--- src/rtl/scanner_pkg.sv ---
// rtl/scanner_pkg.sv - shared state encodings and command codes for the scanner
package scanner_pkg;

    typedef enum logic [1:0] {
        ST_IDLE     = 2'd0,
        ST_ACTIVE   = 2'd1,
        ST_STANDBY  = 2'd2,
        ST_TRANSFER = 2'd3
    } state_t;

    localparam logic [2:0] CMD_READY = 3'd2;
    localparam logic [2:0] CMD_START = 3'd3;
    localparam logic [2:0] CMD_FULL  = 3'd4;
    localparam logic [2:0] CMD_DATA  = 3'd7;

    function automatic int max_int(input int a, input int b);
        return (a > b) ? a : b;
    endfunction

endpackage

--- src/rtl/scan_serializer.sv ---
// rtl/scan_serializer.sv - LSB-first word shifter with frame qualifier
// A word loaded with last=0 releases busy on its final bit so the next word follows gaplessly.
module scan_serializer #(
    parameter int MAX_W = 8,
    parameter int LEN_W = $clog2(MAX_W + 1)
) (
    input  logic             clk,
    input  logic             rst,
    input  logic             load,
    input  logic             flush,
    input  logic [MAX_W-1:0] word,
    input  logic [LEN_W-1:0] len,
    input  logic             last,
    output logic             busy,
    output logic             ser_en,
    output logic             ser_data,
    output logic             ser_frame
);

    logic             active;
    logic             last_r;
    logic [MAX_W-1:0] sh;
    logic [LEN_W-1:0] cnt;

    always_ff @(posedge clk or negedge rst) begin
        if (!rst) begin
            active <= 1'b0;
            last_r <= 1'b0;
            sh     <= '0;
            cnt    <= '0;
        end else if (flush) begin
            active <= 1'b0;
            cnt    <= '0;
        end else if (load) begin
            active <= 1'b1;
            last_r <= last;
            sh     <= word;
            cnt    <= len;
        end else if (active) begin
            if (cnt == LEN_W'(1)) begin
                active <= 1'b0;
                cnt    <= '0;
            end else begin
                sh  <= sh >> 1;
                cnt <= cnt - LEN_W'(1);
            end
        end
    end

    assign busy      = active && !(cnt == LEN_W'(1) && !last_r);
    assign ser_en    = active;
    assign ser_frame = active;
    assign ser_data  = active & sh[0];

endmodule

--- src/rtl/scanner_gen2.sv ---
// rtl/scanner_gen2.sv - buffered scanner with fill-level commands and serial burst transfer
module scanner_gen2
    import scanner_pkg::*;
#(
    parameter int DEPTH     = 10,
    parameter int DATA_W    = 8,
    parameter int CMD_W     = 8,
    parameter int READY_LVL = 7,
    parameter int START_LVL = 8,
    parameter int SLOW_DIV  = 8,
    parameter int FAKE_DATA = 1,
    localparam int FW       = $clog2(DEPTH + 1)
) (
    input  logic              clk,
    input  logic              rst,
    input  logic              start_scan,
    input  logic              peer_half,
    input  logic              ready_for_transfer_in,
    input  logic              sample_valid,
    input  logic [DATA_W-1:0] sample_data,
    output logic              ser_en,
    output logic              ser_data,
    output logic              ser_frame,
    output logic [1:0]        state,
    output logic [FW-1:0]     fill,
    output logic              done_pulse
);

    localparam int MAX_W = max_int(CMD_W, DATA_W);
    localparam int LW    = $clog2(MAX_W + 1);
    localparam int DW    = $clog2(SLOW_DIV);
    localparam int IW    = $clog2(DEPTH);
    localparam logic [FW-1:0] DEPTH_F = FW'(DEPTH);
    localparam logic [FW-1:0] START_F = FW'(START_LVL);
    localparam logic [FW-1:0] READY_F = FW'(READY_LVL);

    state_t            st, st_nxt;
    logic [DW-1:0]     div;
    logic [DATA_W-1:0] mem [DEPTH];
    logic [IW-1:0]     rptr;
    logic              pend_v, full_sent, cmd_sent, data_all;
    logic [2:0]        pend_code, lvl_code;
    logic              lvl_hit, tick, wr_en, last_word;
    logic              launch_cmd, load_dcmd, load_word, xfer_done, flush;
    logic              ser_busy, ser_load, ser_last;
    logic [MAX_W-1:0]  ser_word;
    logic [LW-1:0]     ser_len;
    logic [FW-1:0]     fill_inc;

    assign tick      = (st == ST_ACTIVE) && (div == DW'(SLOW_DIV - 1));
    assign wr_en     = (st == ST_ACTIVE) && (fill != DEPTH_F) &&
                       ((FAKE_DATA != 0) ? tick : sample_valid);
    assign fill_inc  = fill + FW'(1);
    assign last_word = (FW'(rptr) == fill - FW'(1));

    assign launch_cmd = (st == ST_ACTIVE) && pend_v && !ser_busy;
    assign flush      = (st == ST_TRANSFER) && peer_half;
    assign load_dcmd  = (st == ST_TRANSFER) && !peer_half && !cmd_sent && !ser_busy;
    assign load_word  = (st == ST_TRANSFER) && !peer_half && cmd_sent && !data_all && !ser_busy;
    assign xfer_done  = (st == ST_TRANSFER) && !peer_half && cmd_sent && data_all && !ser_busy;

    // Highest level reached wins, so a newer crossing overwrites a pending lower command.
    always_comb begin
        lvl_hit  = 1'b0;
        lvl_code = CMD_READY;
        if (fill_inc == DEPTH_F) begin
            lvl_hit  = 1'b1;
            lvl_code = CMD_FULL;
        end else if (fill_inc == START_F) begin
            lvl_hit  = 1'b1;
            lvl_code = CMD_START;
        end else if (fill_inc == READY_F) begin
            lvl_hit  = 1'b1;
            lvl_code = CMD_READY;
        end
    end

    always_comb begin
        ser_load = 1'b0;
        ser_word = '0;
        ser_len  = '0;
        ser_last = 1'b0;
        if (launch_cmd) begin
            ser_load = 1'b1;
            ser_word = MAX_W'(CMD_W'(pend_code));
            ser_len  = LW'(CMD_W);
            ser_last = 1'b1;
        end else if (load_dcmd) begin
            ser_load = 1'b1;
            ser_word = MAX_W'(CMD_W'(CMD_DATA));
            ser_len  = LW'(CMD_W);
        end else if (load_word) begin
            ser_load = 1'b1;
            ser_word = MAX_W'(mem[rptr]);
            ser_len  = LW'(DATA_W);
            ser_last = last_word;
        end
    end

    always_ff @(posedge clk or negedge rst) begin
        if (!rst) st <= ST_IDLE;
        else      st <= st_nxt;
    end

    always_comb begin
        st_nxt = st;
        case (st)
            ST_IDLE:     if (start_scan) st_nxt = ST_ACTIVE;
            ST_ACTIVE:   if (full_sent) st_nxt = ready_for_transfer_in ? ST_TRANSFER : ST_STANDBY;
            ST_STANDBY:  if (ready_for_transfer_in || peer_half) st_nxt = ST_TRANSFER;
            ST_TRANSFER: if (flush || xfer_done) st_nxt = ST_IDLE;
            default:     st_nxt = ST_IDLE;
        endcase
    end

    always_ff @(posedge clk or negedge rst) begin
        if (!rst) begin
            div        <= '0;
            fill       <= '0;
            rptr       <= '0;
            pend_v     <= 1'b0;
            pend_code  <= '0;
            full_sent  <= 1'b0;
            cmd_sent   <= 1'b0;
            data_all   <= 1'b0;
            done_pulse <= 1'b0;
        end else begin
            done_pulse <= xfer_done;
            div        <= (st == ST_ACTIVE && !tick) ? div + DW'(1) : '0;
            if (st == ST_IDLE && start_scan) begin
                fill      <= '0;
                rptr      <= '0;
                pend_v    <= 1'b0;
                full_sent <= 1'b0;
                cmd_sent  <= 1'b0;
                data_all  <= 1'b0;
            end
            if (launch_cmd) begin
                pend_v <= 1'b0;
                if (pend_code == CMD_FULL) full_sent <= 1'b1;
            end
            if (wr_en) begin
                fill <= fill_inc;
                if (lvl_hit) begin
                    pend_v    <= 1'b1;
                    pend_code <= lvl_code;
                end
            end
            if (load_dcmd) cmd_sent <= 1'b1;
            if (load_word) begin
                if (last_word) data_all <= 1'b1;
                else           rptr     <= rptr + IW'(1);
            end
            if (flush || xfer_done) begin
                fill     <= '0;
                rptr     <= '0;
                cmd_sent <= 1'b0;
                data_all <= 1'b0;
            end
        end
    end

    always_ff @(posedge clk) begin
        if (wr_en) mem[fill[IW-1:0]] <= (FAKE_DATA != 0) ? DATA_W'(fill) : sample_data;
    end

    scan_serializer #(.MAX_W(MAX_W)) u_ser (
        .clk       (clk),
        .rst       (rst),
        .load      (ser_load),
        .flush     (flush),
        .word      (ser_word),
        .len       (ser_len),
        .last      (ser_last),
        .busy      (ser_busy),
        .ser_en    (ser_en),
        .ser_data  (ser_data),
        .ser_frame (ser_frame)
    );

    assign state = st;

endmodule

--- config.mk ---
export PLATFORM = sky130hd
export DESIGN_NAME = scanner_gen2
export DESIGN_NICKNAME = d
export VERILOG_FILES = /design/src/rtl/scanner_pkg.sv /design/src/rtl/scan_serializer.sv /design/src/rtl/scanner_gen2.sv
export SDC_FILE = /design/constraint.sdc
export NUM_CORES = 1
export LEC_CHECK = 0
export BUFFER_PORTS_ARGS = -buffer_cell sky130_fd_sc_hd__buf_2
export CAP_MARGIN = 10
export CORE_AREA = 2 2 84 86
export CTS_CLUSTER_SIZE = 40
export DETAILED_ROUTE_END_ITERATION = 8
export DIE_AREA = 0 0 86 88
export PLACE_DENSITY = 0.71
export SYNTH_ARGS = -nofsm -noshare
export SYNTH_HDL_FRONTEND = slang
export SYNTH_SLANG_ARGS = --single-unit
export TNS_END_PERCENT = 20
--- constraint.sdc ---
create_clock -name clk -period 2.2 [get_ports clk]
set_input_delay 0.22 -clock clk [delete_from_list [all_inputs] [get_ports clk]]
set_output_delay 0.22 -clock clk [all_outputs]
set_load 0.01 [all_outputs]
Word-level counts from Yosys, hierarchy flattened. Memories as Yosys holds them, arrays and structs flattened. Index checks and enable logic that the tools add are counted.

Word-level logic and storage cells: 132. Bits of input ports: 14. Memories: 1. Register bits: 35. Memory bits (writable): 40.

Bitwise gates (word level): 2. Multiplexer cells: 58. Equality and inequality tests: 16. Reductions and logical operators: 36. $add $sub $neg: 5.

Memory list: mem (depth 10, width 4, rd ports 1, clocked after Yosys merged registers in 0, write ports 1, line scanner_gen2.sv:39) `logic [DATA_W-1:0] mem [DEPTH];`.

Operator list (count): two-way mux 4 bit (14); two-way mux 8 bit (6); two-way mux 1 bit (31); logical AND 1 bit (18); nonzero test 3 bit (3); adder 4 x 1 -> 4 bit, second input constant (2); == test 4 bit, second input constant (2); two-way mux 2 bit (4); != test 2 bit, second input constant (4); one-hot mux 2 bit (4 select lines) (1); subtractor 4 x 1 -> 4 bit, second input constant (2); zero test 1 bit (7); == test 3 bit, second input constant (2); two-way mux 3 bit (2); == test 2 bit, second input constant (2); == test 4 x 1 -> 1 bit, second input constant (1); == test 4 x 3 -> 1 bit, second input constant (1); == test 4 bit (1); != test 4 bit, second input constant (1); AND reduction 2 bit (2); AND reduction 4 bit (1); adder 3 x 1 -> 3 bit, second input constant (1); AND reduction 3 bit (1); == test 2 x 1 -> 1 bit, second input constant (1); other kinds (6) (7).

Longest topological paths before layout. Gate-level depths: netlist of run 1.

Depth after elaboration: 11. Gate-level depth with buffers: 8.

Cells and area by module. From an unflattened synthesis of run 1, not the netlist that was laid out.

Cells, all modules: 300. Area, all modules: 3757.4 um^2.

By module, submodules not included: scanner_gen2 (area each 2981.6 um^2, sequential area each 1726.7 um^2, cells each 233, times used 1); scan_serializer (area each 775.7 um^2, sequential area each 350.3 um^2, cells each 67, times used 1).

Least setup slack after synthesis of run 1. Ideal clock, no wire load.

Kind: flip-flop to flip-flop. From: register fill[0]. To: memory mem[4][0] (netlist name) (enable). Data required time: 1891 ps. Slack: 108 ps. Cell stages (with the launch flop): 7. Path buffers: 0. Period minus slack after synthesis: 2092 ps. Arrival time: 1783 ps. Path through: dfrtp_1 inv_1 ha_1 nand2_1 o211ai_2 nor3b_1 and2_1.

Word-level cells in the longest chain between the ends: 5.

RTL lines: start: declaration (line scanner_gen2.sv:25) `output logic [FW-1:0] fill,`; start signal: assignment (line scanner_gen2.sv:143) `fill <= fill_inc;`; != test 4 bit (line scanner_gen2.sv:51) `assign wr_en = (st == ST_ACTIVE) && (fill != DEPTH_F) &&`; logical AND 1 bit (2 in series) (line scanner_gen2.sv:51); two-way mux 1 bit (2 in series) (line scanner_gen2.sv:164) `if (wr_en) mem[fill[IW-1:0]] <= (FAKE_DATA != 0) ? DATA_W'(fill) : sample_data;`; end: declaration (line scanner_gen2.sv:39).

Parallel ways exist; a longest one is shown, timed or not.

Worst setup path after layout of run 1.
From: register u_ser.cnt[1]. To: register rptr[0].

Word-level cells in the longest chain between the ends: 8.

RTL lines: start: declaration (line scan_serializer.sv:23) `logic [LEN_W-1:0] cnt;`; start signal: assignment (line scan_serializer.sv:38) `cnt <= len;`; start signal: assignment (line scan_serializer.sv:45) `cnt <= cnt - LEN_W'(1);`; == test 4 x 1 -> 1 bit * (line scan_serializer.sv:50) `assign busy = active && !(cnt == LEN_W'(1) && !last_r);`; logical AND 1 bit * (line scan_serializer.sv:50); zero test 1 bit * (line scan_serializer.sv:50); logical AND 1 bit * (line scan_serializer.sv:50); zero test 1 bit * (line scanner_gen2.sv:59, scanner_gen2.sv:60); logical AND 1 bit, on equally long branches (line scanner_gen2.sv:59, scanner_gen2.sv:60); two-way mux 4 bit / logical OR 1 bit (equally long branches) (line scanner_gen2.sv:150, scanner_gen2.sv:154); two-way mux 4 bit * (line scanner_gen2.sv:154) `if (flush || xfer_done) begin`; end signal: assignment (line scanner_gen2.sv:152) `else rptr <= rptr + IW'(1);`; end: declaration (line scanner_gen2.sv:40) `logic [IW-1:0] rptr;`.

Mark *: on every way between the ends. The rest lies on a longest branch, timed or not. A chain may end at the register's enable or synchronous reset.

==> impl_metrics.py, run 1 <==
metrics = {
    "pwr": {
        "totalPowerFinal_mw": 3.91,
        "powerDensity_mw_per_mm2": 995,
        "power_leakage_nw": 1.58,
        "vdd_ir_drop_max_mv": 0.480,
    },
    "routing": {
        "drtAntennaViolNets": 0,
        "drt-initial-drc-count": 112,
        "routedWlPerCell_um": 17.0,
        "first_pass_iters": 5,
        "drt-total-wl_um": 6520,
        "vias": 2201,
        "drc": 0,
        "vias_per_cell": 5.73,
    },
    "outcome": {
        "outcome": "completed",
    },
    "yosys": {
        "ys_warn_count": 0,
        "netlist_area_sq_mm": 0.00350,
        "synth_nets": 303,
        "yosysSeqAreaShare_pct": 56.4,
        "async_flop_share_pct": 43.7,
        "syn_avg_cell_area_sq_um": 12.8,
        "ys_ff_latch": 71,
        "yosysUniqueCellTypes": 53,
        "synth_edf_count": 40,
        "synth_cells": 273,
        "ys.flop_type": "edfxtp_1",
    },
    "worst_setup_path": {
        "r2r_cells": 7,
        "crit_type": "flip-flop to flip-flop",
        "crit_fanout": 8,
        "crit_path_end_kind": "flip-flop",
        "required_ns": 2.43,
        "start_kind": "flip-flop",
        "crit_arrival_ns": 2.31,
    },
    "sta": {
        "fin_crit_ns": 2.09,
        "tns_ns": 0,
        "hold_viol": 0,
        "relSlewSlack_pct": 53.5,
        "fmax_mhz": 479,
        "finClkSkew_ns": 0.00428,
        "rsz0062_at_grt": "yes",
        "post-route-period-util_pct": 94.9,
        "worst_slew_pin_slew_ns": 0.697,
        "setup_ws_ns": 0.113,
        "setup_violations": 0,
        "maxSlewViolCount": 0,
        "holdWs_ns": 0.180,
    },
    "clock_tree": {
        "cts_max_level": 3,
        "cts_setup_buffers": 0,
        "path_clk_slew_ns": 0.08,
        "ctsRootBufferMaster": "clkbuf_8",
        "insertion_delay_ns": 0.36,
        "clk_path_buf_depth": 2,
        "clkSinkCount": 71,
        "cts_tree": "built",
        "cts_inserted_buffers": 9,
    },
    "cells_and_area": {
        "area_growth_pct": 12.3,
        "fill_cells": 517,
        "multiInputGateArea_sq_mm": 0.00141,
        "drive_gt1_share_pct": 20.4,
        "diodes": 0,
        "final_cells": 384,
        "final_net_count": 329,
        "register_area_sq_mm": 0.00198,
    },
    "place": {
        "port_buffers": 14,
        "dp_hpwl_um": 4600,
        "pre_cts_ws_ns": 0.0582,
        "gp_congestion": 0.832,
        "post-place-cells": 367,
    },
    "worst_hold_path": {
        "min_path_type": "input port to flip-flop",
        "worstHoldPathCells": 2,
    },
    "global_route": {
        "gr-usage-all-layers_pct": 18.7,
        "grt_overflow": 0,
        "grt_max_degree": 32,
        "grt_pass1_vias": 2153,
        "grt_pass1_wl_um": 10500,
        "antenna_found_initial": 0,
    },
    "floorplan": {
        "die_y_um": 88,
        "die_w_um": 86,
        "io-pin-count": 24,
        "coreArea_sq_mm": 0.00664,
        "initial_core_util_pct": 52.7,
        "die_area_sq_mm": 0.00757,
        "num_rows": 30,
    },
    "job": {
        "cap_violations": 0,
    },
}
-- critical path, stage by stage (launching register included) --
cell      delay [ns]
dfrtp_1         0.38
inv_1           0.10
ha_1            0.21
or4b_4          0.54
nand2_2         0.16
nand4b_4        0.18
o21ai_1         0.26
o32ai_1         0.13
-- layout by cell type (no fill, tap or decap), types with 5 or more instances in the layout --
master	netlist	final
inv_1	16	16
nand2_1	22	22
nor2b_1	8	8
nor2_1	10	10
mux2i_1	5	5
xnor2_1	8	8
buf_4	1	11
mux4_2	6	6
and2_1	11	11
clkbuf_8	0	9
buf_2	4	14
dfrtp_1	31	30
nand3_1	7	7
o22ai_1	5	5
ha_1	16	15
a21oi_1	6	6
o21ai_1	5	5
o21ai_0	6	6
edfxtp_1	40	40
-- Yosys cell counts (4+ instances only) --
cell	n	share of area [%]
a211o_1	4	1.0
o21ai_1	5	0.71
nand2b_1	4	0.71
buf_2	4	0.57
nand3_1	7	1.0
nor2_1	10	1.1
clkbuf_1	5	0.54
xnor2_1	8	2.0
edfxtp_1	40	34
nand2_1	22	2.4
ha_1	16	5.7
inv_1	16	1.7
a21oi_1	6	0.86
mux4_2	6	3.9
mux2i_1	5	1.4
a31oi_1	4	0.71
dfrtp_1	31	22
and2_1	11	2.0
and3_1	4	0.71
o21ai_0	6	0.86
o22ai_1	5	0.89
nor2b_1	8	1.4
-- registers in the layout, summed over array words and instances, names as in the netlist --
name / count
pend_code: 3
full_sent: 1
u_ser.sh: 4
u_ser.cnt: 4
cmd_sent: 1
state: 2
u_ser.ser_en: 1
pend_v: 1
div: 3
u_ser.last_r: 1
mem: 40
rptr: 4
fill: 4
done_pulse: 1
data_all: 1
-- worst paths after layout --
| kind | from | to | slack, ns |
|---|---|---|---|
| min reg2reg | div[0]$_DFF_PN0_ | div[0]$_DFF_PN0_ | 0.45 |
| min | peer_half | cmd_sent$_DFFE_PN0P_ | 0.18 |
| max in group asynchronous | rst | rptr[0]$_DFF_PN0_ | 1.28 |
| max reg2reg | u_ser.cnt[1]$_DFFE_PN0P_ | rptr[0]$_DFF_PN0_ | 0.11 |
| max | u_ser.cnt[1]$_DFFE_PN0P_ | rptr[0]$_DFF_PN0_ | 0.11 |
| min in group asynchronous | rst | u_ser.sh[2]$_DFFE_PN0P_ | 0.43 |
-- per-layer routing --
metal	up-vias	global-route usage [%]	wire (um)	share of wire, %
met5	-	0	0	0
met2	40	28.9	3130	48
met3	11	5.47	266	4.1
met4	0	9.81	118	1.8
li1	1065	-	-	-
met1	1085	24.2	3000	46
-- through the flow --
step / instance area (sq um) / utilization (%)
after floorplan: 3500 / -
after global placement: 3700 / 55.6
after detailed placement: 3700 / 55.6
after CTS: 3930 / 59.1
after global routing: 3930 / 59.2
final: 3930 / 59.2
-- kinds of logic after synthesis --
group                      Yosys count  synth area share, %
and+or+nand+nor                     83                 13.8
DFF                                 71                 56.4
AOI/OAI and AO/OA                   55                 11.9
buffers and inverters               27                 3.36
adders and majority gates           16                 5.72
muxes                               13                 6.79
xor gates and xnor gates             8                 2.00
-- where the power goes --
group | total (mW) | switching [mW] | internal, mW
Clock | 1.15 | 0.511 | 0.639
Combinational | 1.02 | 0.532 | 0.489
Sequential | 1.74 | 0.196 | 1.55
Total | 3.91 | 1.24 | 2.67
-- layout make-up --
type | count | share of cell area, %
Clock buffer | 9 | 3.15
Clock inverter | 7 | 2.48
Inverter | 16 | 1.53
Multi-Input combinational cell | 175 | 35.9
Sequential cell | 71 | 50.3
Tap cell | 80 | 2.55
Timing Repair Buffer | 26 | 4.14
-- timing repair --
item / in CTS / in global routing
endpoints found under the hold margin: 31 / 0
gates resized for setup: 0 / 2
hold buffers: 1 / 0
endpoints found under the setup margin: 0 / 5
(Power assumes the default switching activity.)
==> run 2: changes to the inputs <==
--- a/config.mk
+++ b/config.mk
@@ -7,12 +7,13 @@
 export LEC_CHECK = 0
 export BUFFER_PORTS_ARGS = -buffer_cell sky130_fd_sc_hd__buf_2
 export CAP_MARGIN = 10
-export CORE_AREA = 2 2 84 86
+export CORE_AREA = 2 2 86 88
 export CTS_CLUSTER_SIZE = 40
 export DETAILED_ROUTE_END_ITERATION = 8
-export DIE_AREA = 0 0 86 88
-export PLACE_DENSITY = 0.71
+export DIE_AREA = 0 0 88 90
+export PLACE_DENSITY = 0.72
 export SYNTH_ARGS = -nofsm -noshare
 export SYNTH_HDL_FRONTEND = slang
+export SYNTH_HIERARCHICAL = 1
 export SYNTH_SLANG_ARGS = --single-unit
 export TNS_END_PERCENT = 20
==> impl_metrics.py, run 2 <==
metrics = {
    "pwr": {
        "seqPwrFrac_pct": 36.0,
        "power_leakage_nw": 1.95,
        "totalPowerFinal_mw": 4.80,
        "combPwrFrac_pct": 41.0,
        "p_int_mw": 3.27,
        "powerDensity_mw_per_mm2": 1040,
        "power.switching_mw": 1.53,
        "clkPwrFrac_pct": 23.0,
        "vdd_ir_drop_max_mv": 0.566,
        "swShare_pct": 32.0,
    },
    "cells_and_area": {
        "area_growth_pct": 22.6,
        "diodes": 0,
        "final_cells": 466,
        "final_net_count": 392,
        "drive_gt1_share_pct": 32.7,
        "register_area_sq_mm": 0.00208,
        "fill_cells": 549,
        "final_cell_mix": "edfxtp_1, dfrtp_1, buf_4",
        "multiInputGateArea_sq_mm": 0.00167,
        "layout_commonest_cell": "edfxtp_1",
        "fin_util_pct": 65.6,
        "largest_register_ffs": 40,
    },
    "sta": {
        "tns_ns": -6.41,
        "hold_viol": 0,
        "setup_ws_ns": -0.521,
        "finClkSkew_ns": 0.0113,
        "fin_crit_ns": 2.72,
        "maxSlewViolCount": 0,
        "rsz0062_at_grt": "yes",
        "relSlewSlack_pct": 46.8,
        "fmax_mhz": 368,
        "worst_slew_pin_slew_ns": 0.797,
        "setup_violations": 20,
        "post-route-period-util_pct": 124,
    },
    "routing": {
        "routedWlPerCell_um": 16.1,
        "drtAntennaViolNets": 0,
        "drt-total-wl_um": 7500,
        "vias_per_cell": 5.37,
        "drt-initial-drc-count": 245,
        "first_pass_iters": 5,
        "vias": 2504,
        "drc": 0,
    },
    "worst_setup_path": {
        "required_ns": 2.43,
        "r2r-end": "u_ser/sh[0]$_DFFE_PN0P_",
        "max_stage_delay_ns": 0.42,
        "start_kind": "flip-flop",
        "crit_arrival_ns": 2.96,
        "crit_path_end_kind": "flip-flop",
        "crit_fanout": 5,
        "crit_top_cell": "or3b_4",
        "crit_type": "flip-flop to flip-flop",
        "path_cells": "inv_2 > ha_4 > nand2b_4 > o31a_4 > or3b_4 > or3b_4 > nand2_8 > nor4b_4 > nor3_4 > buf_6 > mux2_2",
        "rrSetupSlack_ns": -0.52,
        "cpLargestDelayFamily": "simple AND/OR/NAND/NOR gates",
        "r2r_cells": 11,
        "cp_num_buf_inv": 2,
        "slowest_stage": "or3b_4",
        "worstReg2RegStart": "u_ser/cnt[1]$_DFFE_PN0P_",
    },
    "outcome": {
        "outcome": "complete, but fails checks",
        "violations": "negative setup slack",
    },
    "floorplan": {
        "die_y_um": 90,
        "num_rows": 31,
        "die_w_um": 88,
        "initial_core_util_pct": 53.5,
        "die_area_sq_mm": 0.00792,
        "coreArea_sq_mm": 0.00702,
        "io-pin-count": 24,
    },
    "yosys": {
        "synth_cells": 300,
        "synth_common_cells": "edfxtp_1, dfrtp_1, nand2_1, mux2_2, a21oi_1",
        "yosysSeqAreaShare_pct": 55.3,
        "ys.flop_type": "edfxtp_1",
        "synth_area_leaders": "edfxtp_1, dfrtp_1, mux2_2",
        "yosysMostFrequentCell": "edfxtp_1",
        "netlist_area_sq_mm": 0.00376,
        "yosys.area.top_type_share_pct": 32.0,
        "syn_avg_cell_area_sq_um": 12.5,
        "yosysUniqueCellTypes": 54,
        "synth_edf_count": 40,
        "synth_top_area_cell": "edfxtp_1",
        "async_flop_share_pct": 46.7,
        "ys_warn_count": 6,
        "ys_ff_latch": 75,
    },
    "clock_tree": {
        "cts_inserted_buffers": 9,
        "cts_tree": "built",
        "clkSinkCount": 75,
        "cts_max_level": 3,
        "ctsRootBufferMaster": "clkbuf_8",
        "insertion_delay_ns": 0.35,
        "path_clk_slew_ns": 0.09,
        "clk_path_buf_depth": 2,
    },
    "place": {
        "port_buffers": 14,
        "post-place-cells": 441,
        "dp_hpwl_um": 5030,
        "gp_congestion": 0.816,
    },
    "job": {
        "cap_violations": 0,
    },
    "global_route": {
        "antenna_found_initial": 0,
        "grt_pass1_wl_um": 12500,
        "grt_pass1_vias": 2551,
        "grt_max_degree": 36,
        "gr-usage-all-layers_pct": 20.7,
        "grt_overflow": 0,
    },
    "worst_hold_path": {
        "worstHoldPathCells": 3,
        "holdPathEnd": "state[0]$_DFFE_PN0P_",
        "min_path_type": "input port to flip-flop",
        "hp-start": "ready_for_transfer_in",
    },
}
-- run 2: worst max path at each step --
stage	from	end	cells after the start
floorplan	u_ser/cnt[1]$_DFFE_PN0P_	u_ser/sh[0]$_DFFE_PN0P_	12
finish	u_ser/cnt[1]$_DFFE_PN0P_	u_ser/sh[0]$_DFFE_PN0P_	11
detailed placement	u_ser/cnt[1]$_DFFE_PN0P_	u_ser/sh[2]$_DFFE_PN0P_	11
global placement	u_ser/cnt[1]$_DFFE_PN0P_	u_ser/sh[1]$_DFFE_PN0P_	11
global route	u_ser/cnt[1]$_DFFE_PN0P_	u_ser/sh[4]$_DFFE_PN0P_	11
CTS	u_ser/cnt[1]$_DFFE_PN0P_	u_ser/sh[2]$_DFFE_PN0P_	11
-- run 2: layer usage --
metal / track usage [%] / vias up / part of all wire [%]
met2: 31.1 / 68 / 48
met1: 30.0 / 1220 / 46
met5: 0 / - / 0
met4: 6.15 / 0 / 1.4
met3: 5.14 / 10 / 4.5
li1: - / 1206 / -
-- run 2: power by group through the flow --
stage | combinational, mW | clock (mW) | sequential (mW)
after floorplan | 1.05 | 0 | 1.77
after global placement | 1.60 | 0 | 1.74
after detailed placement | 1.64 | 0 | 1.74
after CTS | 1.79 | 1.12 | 1.72
after global routing | 2.14 | 1.17 | 1.75
final | 1.97 | 1.11 | 1.73
-- run 2: tightest hold or removal path, delay by kind of cell --
| family | cells | cell delay, ns |
|---|---|---|
| AO/OA/AOI/OAI | 2 | 0.20 |
| buffers and inverters | 1 | 0.08 |
-- run 2: timing repair --
| action | in CTS | in global routing |
|---|---|---|
| buffers inserted | 5 | 2 |
| gates cloned | 0 | 1 |
| hold buffers | 1 | 0 |
| endpoints found under the hold margin | 35 | 0 |
| gates resized for setup | 13 | 13 |
| pin swaps | 6 | 5 |
| setup endpoints to repair | 21 | 21 |
-- run 2: logic make-up after synthesis --
| kind of cell | share of synthesized area [%] |
|---|---|
| simple gates | 12.6 |
| flops | 55.3 |
| compound gates | 8.13 |
| mux | 12.9 |
| buf+inv | 3.33 |
| fa+ha+maj | 5.33 |
| xor+xnor | 2.33 |
| other cells | 0.0998 |
-- run 2: through the flow --
stage / setup WS, ns / hold slack [ns] / area, sq um
2_1_floorplan: -0.716 / -0.0756 / 3800
3_3_place_gp: -0.496 / 0.351 / 4210
3_5_place_dp: -0.586 / 0.359 / 4210
4_1_cts: -0.516 / 0.172 / 4510
5_1_grt: -0.589 / 0.205 / 4610
6_report: -0.521 / 0.184 / 4610
-- run 2: layout make-up --
type | instances | area share (%)
sequential | 75 | 45.1
multi-input combinational | 203 | 36.2
timing repair buffer | 58 | 10.3
clock buffer | 9 | 2.69
tap | 99 | 2.69
clock inverter | 7 | 1.77
inverter | 15 | 1.28
==> run 3: changes to the inputs <==
--- a/config.mk
+++ b/config.mk
@@ -5,12 +5,12 @@
 export SDC_FILE = /design/constraint.sdc
 export NUM_CORES = 1
 export LEC_CHECK = 0
+export ABC_AREA = 1
 export BUFFER_PORTS_ARGS = -buffer_cell sky130_fd_sc_hd__buf_2
-export CAP_MARGIN = 10
-export CORE_AREA = 2 2 86 88
+export CORE_AREA = 2 2 88 90
 export CTS_CLUSTER_SIZE = 40
 export DETAILED_ROUTE_END_ITERATION = 8
-export DIE_AREA = 0 0 88 90
+export DIE_AREA = 0 0 90 92
 export PLACE_DENSITY = 0.72
 export SYNTH_ARGS = -nofsm -noshare
 export SYNTH_HDL_FRONTEND = slang
==> impl_metrics.py, run 3 <==
metrics = {
    "clock_tree": {
        "ctsRootBufferMaster": "clkbuf_8",
        "cts_tree": "built",
        "clkSinkCount": 75,
        "path_clk_slew_ns": 0.08,
        "clk_path_buf_depth": 2,
        "cts_max_level": 3,
        "cts_inserted_buffers": 9,
        "insertion_delay_ns": 0.35,
    },
    "floorplan": {
        "io-pin-count": 24,
        "coreArea_sq_mm": 0.00745,
        "num_rows": 32,
        "initial_core_util_pct": 52.6,
        "die_y_um": 92,
        "die_area_sq_mm": 0.00828,
        "die_w_um": 90,
    },
    "global_route": {
        "grt_pass1_vias": 2728,
        "gr-usage-all-layers_pct": 19.8,
        "grt_pass1_wl_um": 12900,
        "antenna_found_initial": 0,
        "grt_max_degree": 36,
        "grt_overflow": 0,
    },
    "sta": {
        "relSlewSlack_pct": 47.1,
        "fin_crit_ns": 2.05,
        "setup_violations": 0,
        "post-route-period-util_pct": 93.1,
        "maxSlewViolCount": 0,
        "hold_viol": 0,
        "holdWs_ns": 0.204,
        "worst_slew_pin_slew_ns": 0.794,
        "fmax_mhz": 488,
        "finClkSkew_ns": 0.00815,
    },
    "routing": {
        "first_pass_iters": 4,
        "routedWlPerCell_um": 13.5,
        "drc": 0,
        "drt-total-wl_um": 7770,
        "drt-initial-drc-count": 203,
        "vias_per_cell": 5.03,
        "vias": 2890,
        "drtAntennaViolNets": 0,
    },
    "pwr": {
        "vdd_ir_drop_max_mv": 0.434,
        "powerDensity_mw_per_mm2": 1020,
        "power_leakage_nw": 2.01,
    },
    "worst_setup_path": {
        "crit_type": "flip-flop to flip-flop",
        "crit_arrival_ns": 2.33,
        "start_kind": "flip-flop",
        "max_stage_delay_ns": 0.39,
        "path_cells": "inv_2 > ha_1 > nand2_2 > o21ai_2 > inv_1 > inv_1 > nand4_1 > clkinv_1 > nand3_1 > a21oi_1 > nand2_1 > o21ai_0 > nand2_1 > o21ai_2",
        "crit_fanout": 4,
        "crit_path_end_kind": "flip-flop",
        "slowest_stage": "dfrtp_1",
        "required_ns": 2.48,
        "rrSetupSlack_ns": 0.15,
        "cpLargestDelayFamily": "simple AND/OR/NAND/NOR gates",
        "cp_num_buf_inv": 4,
    },
    "cells_and_area": {
        "largest_register_ffs": 40,
        "drive_gt1_share_pct": 19.5,
        "diodes": 0,
        "layout_commonest_cell": "nand2_1",
        "design_area_sq_mm": 0.00444,
        "final_net_count": 498,
        "fill_cells": 655,
        "area_growth_pct": 13.3,
        "final_cell_mix": "nand2_1, nand3_1, inv_1",
    },
    "yosys": {
        "ys_warn_count": 6,
        "synth_edf_count": 40,
        "synth_cells": 427,
        "syn_avg_cell_area_sq_um": 9.18,
        "yosysSeqAreaShare_pct": 53.0,
        "synth_common_cells": "nand2_1, nand3_1, inv_1, edfxtp_1, dfrtp_1",
        "ys.flop_type": "edfxtp_1",
        "netlist_area_sq_mm": 0.00392,
        "synth_top_area_cell": "edfxtp_1",
        "synth_area_leaders": "edfxtp_1, dfrtp_1, nand2_1",
        "async_flop_share_pct": 46.7,
        "ys_ff_latch": 75,
        "yosys.area.top_type_share_pct": 30.6,
        "yosysMostFrequentCell": "nand2_1",
        "yosysUniqueCellTypes": 39,
    },
    "place": {
        "dp_hpwl_um": 5400,
        "placed_area_sq_mm": 0.00421,
        "port_buffers": 14,
        "gp_congestion": 0.842,
    },
    "outcome": {
        "outcome": "completed",
    },
    "job": {
        "cap_violations": 0,
    },
    "worst_hold_path": {
        "min_path_type": "input port to flip-flop",
    },
}
run 3: changes by cell type after synthesis, sizes merged, moves of 8 or more:
cell	before	now
nand2	24	123
nand3	6	56
inv	15	49
mux2	20	1
o21ai	12	29
and2	11	0
mux2i	8	0
mux4	8	0
run 3: cells by family (layout without fill, tap and decap cells):
kind of cell	Yosys count	count (layout)	share of synthesized area (%)
DFF	75	75	53.0
other	1	7	0.0957
xor gates and xnor gates	6	6	1.53
buffers and inverters	63	103	7.37
adders and majority gates	16	16	5.11
and+or+nand+nor	220	220	25.8
AOI/OAI and AO/OA	45	45	6.80
muxes	1	1	0.287
run 3: cell type report:
class / count / area, sq um / share of cell area (%)
sequential: 75 / 2080 / 46.8
tap: 102 / 128 / 2.87
clock buffer: 9 / 124 / 2.79
clock inverter: 7 / 77.6 / 1.75
multi-input combinational: 295 / 1600 / 35.9
inverter: 50 / 190 / 4.28
timing repair buffer: 37 / 249 / 5.61
run 3: final timing paths:
check,from,to,cells after the start
worst max register to register,u_ser/cnt[1]$_DFFE_PN0P_,u_ser/sh[1]$_DFFE_PN0P_,14
worst min-delay path,ready_for_transfer_in,state[0]$_DFFE_PN0P_,3
max in group asynchronous,rst,state[1]$_DFFE_PN0P_,2
min in group asynchronous,rst,u_ser/sh[5]$_DFFE_PN0P_,2
worst max-delay path,u_ser/cnt[1]$_DFFE_PN0P_,u_ser/sh[1]$_DFFE_PN0P_,14
worst min register to register,div[0]$_DFF_PN0_,div[0]$_DFF_PN0_,1
run 3: repair_timing:
item	4_1_cts	5_1_grt
endpoints found under the hold margin	35	0
hold buffers	1	0
resized for setup	0	8
endpoints found under the setup margin	0	15
setup buffers	0	0
run 3: where the power goes:
| part | leakage (nW) | switching [mW] | total (mW) | internal (mW) |
|---|---|---|---|---|
| logic | 1.11 | 1.09 | 1.71 | 0.619 |
| registers | 0.813 | 0.134 | 1.75 | 1.62 |
| clock network | 0.0881 | 0.552 | 1.08 | 0.529 |
| total | 2.01 | 1.78 | 4.54 | 2.76 |
run 3: worst min-delay path, delay by kind of cell:
family          cells  cell delay (ns)
compound gates      2             0.20
buf+inv             1             0.09
run 3: metrics by stage:
stage               setup slack [ns]  utilization [%]  TNS (ns)  cells  power (mW)
finish                         0.151             59.6         0    575        4.54
detailed placement            0.0775             56.5         0    558        3.45
global placement              0.0976             56.5         0    558        3.39
floorplan                     0.0959                -         0    433        3.13
global route                -0.00277             59.6  -0.00277    575        4.87
CTS                           0.0132             59.3         0    575        4.53
run 3: metal layers:
layer	track usage (%)	vias to the layer above	share of wire, %
li1	-	1484	-
met1	27.0	1354	48
met2	31.8	43	47
met3	3.12	9	3.3
met4	8.59	0	1.3
met5	0	-	0
